File: src/rtl/fp_align_serial.sv
// fp_align_serial: pre-add operand alignment; swaps to put the larger exponent first and
// serially right-shifts the smaller mantissa by the exponent difference.
//   clk, rst_n (async, active-low)
//   In_valid/In_ready         operand handshake; A_exp/A_frac, B_exp/B_frac operands
//   Out_valid/Out_ready       result handshake
//   Final_exp                 max exponent; Big_frac/Small_frac aligned mantissas with hidden 1
//   Sticky                    OR of bits shifted out; Swapped = B larger; Invalid = all-ones exponent
module fp_align_serial #(
  parameter int EXP_W  = 3,
  parameter int FRAC_W = 4
) (
  input  logic              clk,
  input  logic              rst_n,
  input  logic              In_valid,
  output logic              In_ready,
  input  logic [EXP_W-1:0]  A_exp,
  input  logic [FRAC_W-1:0] A_frac,
  input  logic [EXP_W-1:0]  B_exp,
  input  logic [FRAC_W-1:0] B_frac,
  output logic              Out_valid,
  input  logic              Out_ready,
  output logic [EXP_W-1:0]  Final_exp,
  output logic [FRAC_W:0]   Big_frac,
  output logic [FRAC_W:0]   Small_frac,
  output logic              Sticky,
  output logic              Swapped,
  output logic              Invalid
);
  localparam int CW = $clog2(FRAC_W + 2);
  typedef enum logic [1:0] {IDLE, COMPARE, SHIFT, DONE} state_t;
  state_t state_q, state_d;
  logic [EXP_W-1:0]  a_exp_q, a_exp_d, b_exp_q, b_exp_d, exp_q, exp_d;
  logic [FRAC_W-1:0] a_frac_q, a_frac_d, b_frac_q, b_frac_d;
  logic [FRAC_W:0]   big_q, big_d, small_q, small_d;
  logic [CW-1:0]     cnt_q, cnt_d, cnt_c;
  logic              sticky_q, sticky_d, swapped_q, swapped_d, invalid_q, invalid_d;
  logic              out_valid_q, out_valid_d;
  logic              swap, inv;
  logic [EXP_W-1:0]  big_e, small_e, diff;
  logic [FRAC_W-1:0] big_f, small_f;
  assign swap    = b_exp_q > a_exp_q;
  assign big_e   = swap ? b_exp_q : a_exp_q;
  assign small_e = swap ? a_exp_q : b_exp_q;
  assign big_f   = swap ? b_frac_q : a_frac_q;
  assign small_f = swap ? a_frac_q : b_frac_q;
  assign diff    = big_e - small_e;
  // Beyond FRAC_W+1 shifts the mantissa is already all zeros, so extra cycles buy nothing.
  assign cnt_c   = (int'(diff) > FRAC_W + 1) ? CW'(FRAC_W + 1) : CW'(diff);
  assign inv     = (&a_exp_q) | (&b_exp_q);
  always_comb begin
    state_d     = state_q;
    a_exp_d     = a_exp_q;
    a_frac_d    = a_frac_q;
    b_exp_d     = b_exp_q;
    b_frac_d    = b_frac_q;
    exp_d       = exp_q;
    big_d       = big_q;
    small_d     = small_q;
    cnt_d       = cnt_q;
    sticky_d    = sticky_q;
    swapped_d   = swapped_q;
    invalid_d   = invalid_q;
    out_valid_d = out_valid_q;
    case (state_q)
      IDLE: if (In_valid) begin
        a_exp_d  = A_exp;
        a_frac_d = A_frac;
        b_exp_d  = B_exp;
        b_frac_d = B_frac;
        state_d  = COMPARE;
      end
      COMPARE: begin
        exp_d     = big_e;
        big_d     = {1'b1, big_f};
        small_d   = {1'b1, small_f};
        sticky_d  = 1'b0;
        swapped_d = swap;
        invalid_d = inv;
        cnt_d     = cnt_c;
        state_d   = (inv || cnt_c == '0) ? DONE : SHIFT;
      end
      SHIFT: begin
        small_d  = small_q >> 1;
        sticky_d = sticky_q | small_q[0];
        cnt_d    = cnt_q - 1'b1;
        state_d  = (cnt_q == CW'(1)) ? DONE : SHIFT;
      end
      default: begin
        // Out_valid is registered, so it rises one cycle after entering DONE.
        out_valid_d = 1'b1;
        if (out_valid_q && Out_ready) begin
          out_valid_d = 1'b0;
          exp_d       = '0;
          big_d       = '0;
          small_d     = '0;
          sticky_d    = 1'b0;
          swapped_d   = 1'b0;
          invalid_d   = 1'b0;
          state_d     = IDLE;
        end
      end
    endcase
  end
  always_ff @(posedge clk or negedge rst_n) begin
    if (!rst_n) begin
      state_q     <= IDLE;
      a_exp_q     <= '0;
      a_frac_q    <= '0;
      b_exp_q     <= '0;
      b_frac_q    <= '0;
      exp_q       <= '0;
      big_q       <= '0;
      small_q     <= '0;
      cnt_q       <= '0;
      sticky_q    <= 1'b0;
      swapped_q   <= 1'b0;
      invalid_q   <= 1'b0;
      out_valid_q <= 1'b0;
    end else begin
      state_q     <= state_d;
      a_exp_q     <= a_exp_d;
      a_frac_q    <= a_frac_d;
      b_exp_q     <= b_exp_d;
      b_frac_q    <= b_frac_d;
      exp_q       <= exp_d;
      big_q       <= big_d;
      small_q     <= small_d;
      cnt_q       <= cnt_d;
      sticky_q    <= sticky_d;
      swapped_q   <= swapped_d;
      invalid_q   <= invalid_d;
      out_valid_q <= out_valid_d;
    end
  end
  assign In_ready   = state_q == IDLE;
  assign Out_valid  = out_valid_q;
  assign Final_exp  = exp_q;
  assign Big_frac   = big_q;
  assign Small_frac = small_q;
  assign Sticky     = sticky_q;
  assign Swapped    = swapped_q;
  assign Invalid    = invalid_q;
endmodule

File: config.mk
export PLATFORM = sky130hd
export DESIGN_NAME = fp_align_serial
export DESIGN_NICKNAME = d
export VERILOG_FILES = /design/src/rtl/fp_align_serial.sv
export SDC_FILE = /design/constraint.sdc
export NUM_CORES = 1
export LEC_CHECK = 0
export ABC_CLOCK_PERIOD_IN_PS = 4440
export CORE_ASPECT_RATIO = 1.1
export CORE_MARGIN = 1
export CORE_UTILIZATION = 55
export CTS_BUF_LIST = sky130_fd_sc_hd__clkbuf_16
export DETAILED_ROUTE_END_ITERATION = 6
export PLACE_DENSITY = 0.84
export SETUP_SLACK_MARGIN = 0.15
export SLEW_MARGIN = 20
export SYNTH_ARGS = -nofsm -noshare
export SYNTH_HDL_FRONTEND = slang
export SYNTH_SLANG_ARGS = --single-unit
File: constraint.sdc
create_clock -name clk -period 4.44 [get_ports clk]
set_clock_uncertainty 0.05 [all_clocks]
set_input_delay 0.888 -clock clk [delete_from_list [all_inputs] [get_ports clk]]
set_output_delay 0.888 -clock clk [all_outputs]
set_load 0.03 [all_outputs]
After elaboration in Yosys (flattened, before gate mapping)

Cells that the tools add are included.

Flip-flop bits (word level): 36
Input bits: 18
Output and inout port bits: 18
Logic and storage cells: 62

Add/sub/neg operators: 2
Order comparisons: 2
Eq/ne operators: 4
Muxes and demuxes: 21
Bitwise gates (word level): 4
Reductions and logical operators: 16

Operator list:

| kind                                                                   | count |
|---|---|
| 5-bit one-hot mux with 3 select lines                                  | 1 |
| 3-bit two-way mux                                                      | 4 |
| 3-bit one-hot mux with 2 select lines                                  | 2 |
| 5-bit one-hot mux with 2 select lines                                  | 1 |
| 4-bit two-way mux                                                      | 2 |
| 2-bit AND reduction                                                    | 4 |
| 2-bit one-hot mux with 3 select lines                                  | 1 |
| 3-bit AND reduction                                                    | 2 |
| 5-bit two-way mux                                                      | 1 |
| 1-bit two-way mux                                                      | 4 |
| 2-bit two-way mux                                                      | 2 |
| 1-bit one-hot mux with 2 select lines                                  | 2 |
| 2-bit nonzero test                                                     | 2 |
| 4-bit nonzero test                                                     | 1 |
| 3-bit by 1-bit equality test with 1-bit output (second input constant) | 1 |
| 3-bit > comparator                                                     | 1 |
| 3-bit > comparator (second input constant)                             | 1 |
| 3-bit logical NOT                                                      | 1 |
| 1-bit one-hot mux with 3 select lines                                  | 1 |
| 3-bit nonzero test                                                     | 1 |
| 3-bit OR reduction                                                     | 1 |
| 3-bit by 1-bit subtractor with 3-bit output (second input constant)    | 1 |
| 3-bit subtractor                                                       | 1 |
| 2-bit by 1-bit equality test with 1-bit output (second input constant) | 1 |
| 8 further kinds                                                        | 10 |

Logic depth before layout (Yosys ltp)

Word-level depth: 9
Gate-level depth with buffers: 12

Worst setup path before layout

Ideal clock, no wire load.

Path type: register -> register
Start: register a_exp_q[2]
End: register state_q[0]
Library setup time: 0.083 ns
Data arrival time: 2.453 ns
Required time: 4.307 ns
Setup slack: 1.855 ns
Cell stages (with the launch flop): 11
Path buffers: 1
Cells stage by stage: dfrtp_1 > inv_1 > ha_1 > and3_2 > a21oi_4 > buf_2 > nor2_1 > a21oi_1 > ha_1 > or4_1 > o21ai_0

Longest elaborated chain between the ends: 9
Elaborated cells on any way between the ends: 12
Those cells by class: add/sub (1); order compare (2); mux (5); bitwise (1); reduce/logical (3)

RTL lines:

| what                                      | RTL line | text |
|---|---|---|
| start: declaration                        | 32       | `logic [EXP_W-1:0] a_exp_q, a_exp_d, b_exp_q, b_exp_d, exp_q, exp_d;` |
| start signal: assignment                  | 121      | `a_exp_q <= a_exp_d;` |
| 3-bit > comparator                        | 41       | `assign swap = b_exp_q > a_exp_q;` |
| 3-bit two-way mux (on tied branches)      | 42, 43   |  |
| 3-bit subtractor                          | 46       | `assign diff = big_e - small_e;` |
| 3-bit > comparator                        | 48       | `assign cnt_c = (int'(diff) > FRAC_W + 1) ? CW'(FRAC_W + 1) : CW'(diff);` |
| 3-bit two-way mux                         | 48       |  |
| 3-bit logical NOT                         | 80       | `state_d = (inv \|\| cnt_c == '0) ? DONE : SHIFT;` |
| 1-bit logical OR (*)                      | 80       |  |
| 1-bit two-way mux (*)                     | 80       |  |
| 2-bit one-hot mux with 3 select lines (*) | 64       | `case (state_q)` |
| end signal: assignment                    | 120      | `state_q <= state_d;` |
| end: declaration                          | 31       | `state_t state_q, state_d;` |

Every way passes the cells marked *; elsewhere a longest branch is shown, timed or not.
A chain may end at the register's enable or synchronous reset.

Worst setup path after layout

Same ends and word-level chain as after synthesis.

==> impl_results.md <==
* CP Capture Type: flip-flop
* FP Rows at 21
* Failing checks: design-rule violations
* Maximum buffer depth of the clock tree at 2
* # fillers at 227
* Multi-input gate area at 876 um2
* Unrepaired setup endpoints after global routing: false
* Port Buf Inserts at 35
* Final setup fails at 0
* Post-layout nets at 242
* Hold-fix buffers, CTS at 0
* Worst-margin pin slew at 0.881 ns
* Multiplexer share of the synthesized area at 14.3%
* Reg2Reg Depth at 9
* Crit-path cells: inv_1, ha_1, and3_2, a21oi_4, and3_1, a21oi_1, ha_1, or4_1, o21ai_0
* #FFs+latches synth at 36
* Worst vdd ir at 0.440 mV
* Ys async rst share at 100%
* 1st-pass router iterations at 6
* First-pass GRT wire length at 7090 um
* Worst-Skew Late Latency at 0.28 ns
* Post-synth top flop: dfrtp_1
* CP Data Required Time at 4.59 ns
* Vias per inst at 5.81
* Post-synthesis adder-cell area fraction at 6.79%
* FF/Latch Area at 901 um2
* Area added between synthesis and finish at 28.0%
* GR Util All Layers at 26.6%
* Fmax at 352 MHz
* Max-slew violation count at 0
* Initial antenna violation count at 0
* Post-Synth Simple-Gate Area at 11.1%
* Largest net degree at the start of global routing at 37
* ANT nets after route at 0
* Slowest stage delay, CP at 0.50 ns
* CP max FO at 16
* Cells after Synth at 176
* Leak at 1.04 nW
* WL/cell at 17.1 um
* Number of enable flip-flop cells after synthesis at 0
* Initial drt markers at 52
* Startpoint types: flip-flop
* Compound-gate portion of the synthesized area at 14.4%
* Critical path's slowest cell: or4_1
* Worst R2R Setup Slack at 1.60 ns
* Post-synth design cell area at 1840 um2
* CP most frequent cell: ha_1
* Synth warnings at 0
* Starting Density at 58.9%
* Number of CTS-inserted buffers at 5
* Final Hold Fails at 0
* Postcts setup bufs at 0
* Most common cell in the netlist: dfrtp_1
* CTS resizes at 0
* Sink Count at 36
* Core area at 3130 um2
* WL final at 4240 um
* Top cell type by total area after synthesis: dfrtp_1
* DR DRC count at 4
* Die area at 3590 um2
* Vias in the first global route at 1572
* Main combinational cell family by area after synthesis: compound AO/OA/AOI/OAI gates
* Critical Path AT at 2.99 ns
* TNS Setup at 0 ns
* Synth top area share at 48.9%
* Yosys cell types at 31
* I/O pins at 36
* Post-DP Area at 2230 um2
* Power consumption at 2.23 mW
* Routability Congestion at 0.863
* H-tree levels at 2
* Vias at 1441
* Hold endpoint: Final_exp[1]$_DFFE_PN0P_
* Worst-path clk slew at 0.05 ns
* Dpl hpwl at 2940 um
* Slew HR at 40.9%
* WHS Path Cells at 2
* Max cap viols at 0
* Sequential area share after synthesis at 48.9%
* Worst min path class: reg -> reg
* Total grt overflow at 0
* Post-Syn Area per Cell at 10.5 um2
* Die Y at 62.7 um
* Worst r2r src: a_exp_q[2]$_DFFE_PN0P_
* Fin crit share at 64.0%
* Area contributors post-synth: dfrtp_1 (49%), mux2_2 (12%), ha_1 (6.8%), nand2_1 (5.3%), o21ai_0 (3.5%)
* Share of cells above drive strength 1 at 13.6%
* Worst r2r dst: state_q[0]$_DFFE_PN0P_
* Commonest cells post-synth: dfrtp_1 (36), nand2_1 (26), mux2_2 (19)
* Crit path time final at 2.84 ns
* Finished Cell Area at 2360 um2
* Min-delay src: Final_exp[1]$_DFFE_PN0P_
* Status: finished with violations
* PwrDens at 944 nW/um2
* N_diodes at 0
* Synth Net Count at 204
* Crit Path Class: reg -> reg
* Fin Hold WS at 0.438 ns
* CTS root buf: clkbuf_16
* CTS tree: yes
* Die width at 57.2 um
* XOR/XNOR Fraction of Synth Area at 0.950%
## how the worst max path moves through the flow
stage                      startpoint                endpoint
6_report       a_exp_q[2]$_DFFE_PN0P_  state_q[0]$_DFFE_PN0P_
5_1_grt        a_exp_q[2]$_DFFE_PN0P_  state_q[0]$_DFFE_PN0P_
3_3_place_gp                 In_valid  state_q[0]$_DFFE_PN0P_
2_1_floorplan  a_exp_q[2]$_DFFE_PN0P_  state_q[0]$_DFFE_PN0P_
4_1_cts        a_exp_q[0]$_DFFE_PN0P_  state_q[0]$_DFFE_PN0P_
3_5_place_dp   a_exp_q[1]$_DFFE_PN0P_  state_q[0]$_DFFE_PN0P_
## report_power, final
part / internal [mW] / switching (mW) / leakage (nW)
sequential: 0.482 / 0.123 / 0.444
clock: 0.200 / 0.121 / 0.0648
combinational: 0.564 / 0.737 / 0.528
## sequential cells by signal (all words and copies together), names as in the netlist
signal	flops
cnt_q	3
b_frac_q	4
Big_frac	5
Swapped	1
Invalid	1
a_frac_q	4
Small_frac	5
Sticky	1
Out_valid	1
Final_exp	3
b_exp_q	3
a_exp_q	3
state_q	2
## layout by cell type (no fill, tap or decap), drive strengths merged
cell           count
nand3b             1
o221ai             2
ha                10
nor2              12
mux2i              5
nand3              4
a211oi             1
clkdlybuf4s50     35
xor2               1
a311oi             4
clkinv             2
a32o               2
or4                1
xnor2              1
and3               2
dfrtp             36
a21oi             10
a31oi              1
o2bb2ai            1
o31a               1
clkbuf             5
nand2             26
o21ai             14
o21a               2
a211o              1
inv               11
and2               2
mux2              19
buf                2
## logic make-up after synthesis
| kind of cell | count (synthesis) |
|---|---|
| adder cells (fa/ha/maj) | 10 |
| multiplexers | 24 |
| AND/OR/NAND/NOR | 48 |
| buffers and inverters | 17 |
| AO/OA/AOI/OAI | 39 |
| XOR/XNOR | 2 |
| flip-flops | 36 |
## area by class of cell
cell class                 instances  area share, %
clock buffer                       5           5.31
timing repair buffer              37           15.5
clock inverter                     2          0.318
multi-input combinational        123           37.1
sequential                        36           38.2
inverter                          11           1.75
tap                               34           1.80
## critical path, delay by kind of cell (launching register included)
family,cells,cell delay (ns)
buffers and inverters,1,0.07
AO/OA/AOI/OAI,3,0.61
flip-flops,1,0.36
AND/OR/NAND/NOR,3,0.99
adder cells (fa/ha/maj),2,0.67
## per-stage QoR
| step | utilization, % | instances | setup WS (ns) |
|---|---|---|---|
| floorplan | - | 176 | 1.85 |
| global placement | 71.2 | 241 | 1.74 |
| detailed placement | 71.2 | 241 | 1.63 |
| CTS | 75.4 | 248 | 1.62 |
| global route | 75.4 | 248 | 1.33 |
| finish | 75.4 | 248 | 1.60 |
## per-layer routing
layer,global-route usage [%],up-vias,share of wire (%)
li1,-,689,-
met5,0,-,0
met4,9.76,0,1.6
met3,7.04,8,4.4
met1,30.7,711,41
met2,46.6,33,53
Power figures use the tool's default switching activity.
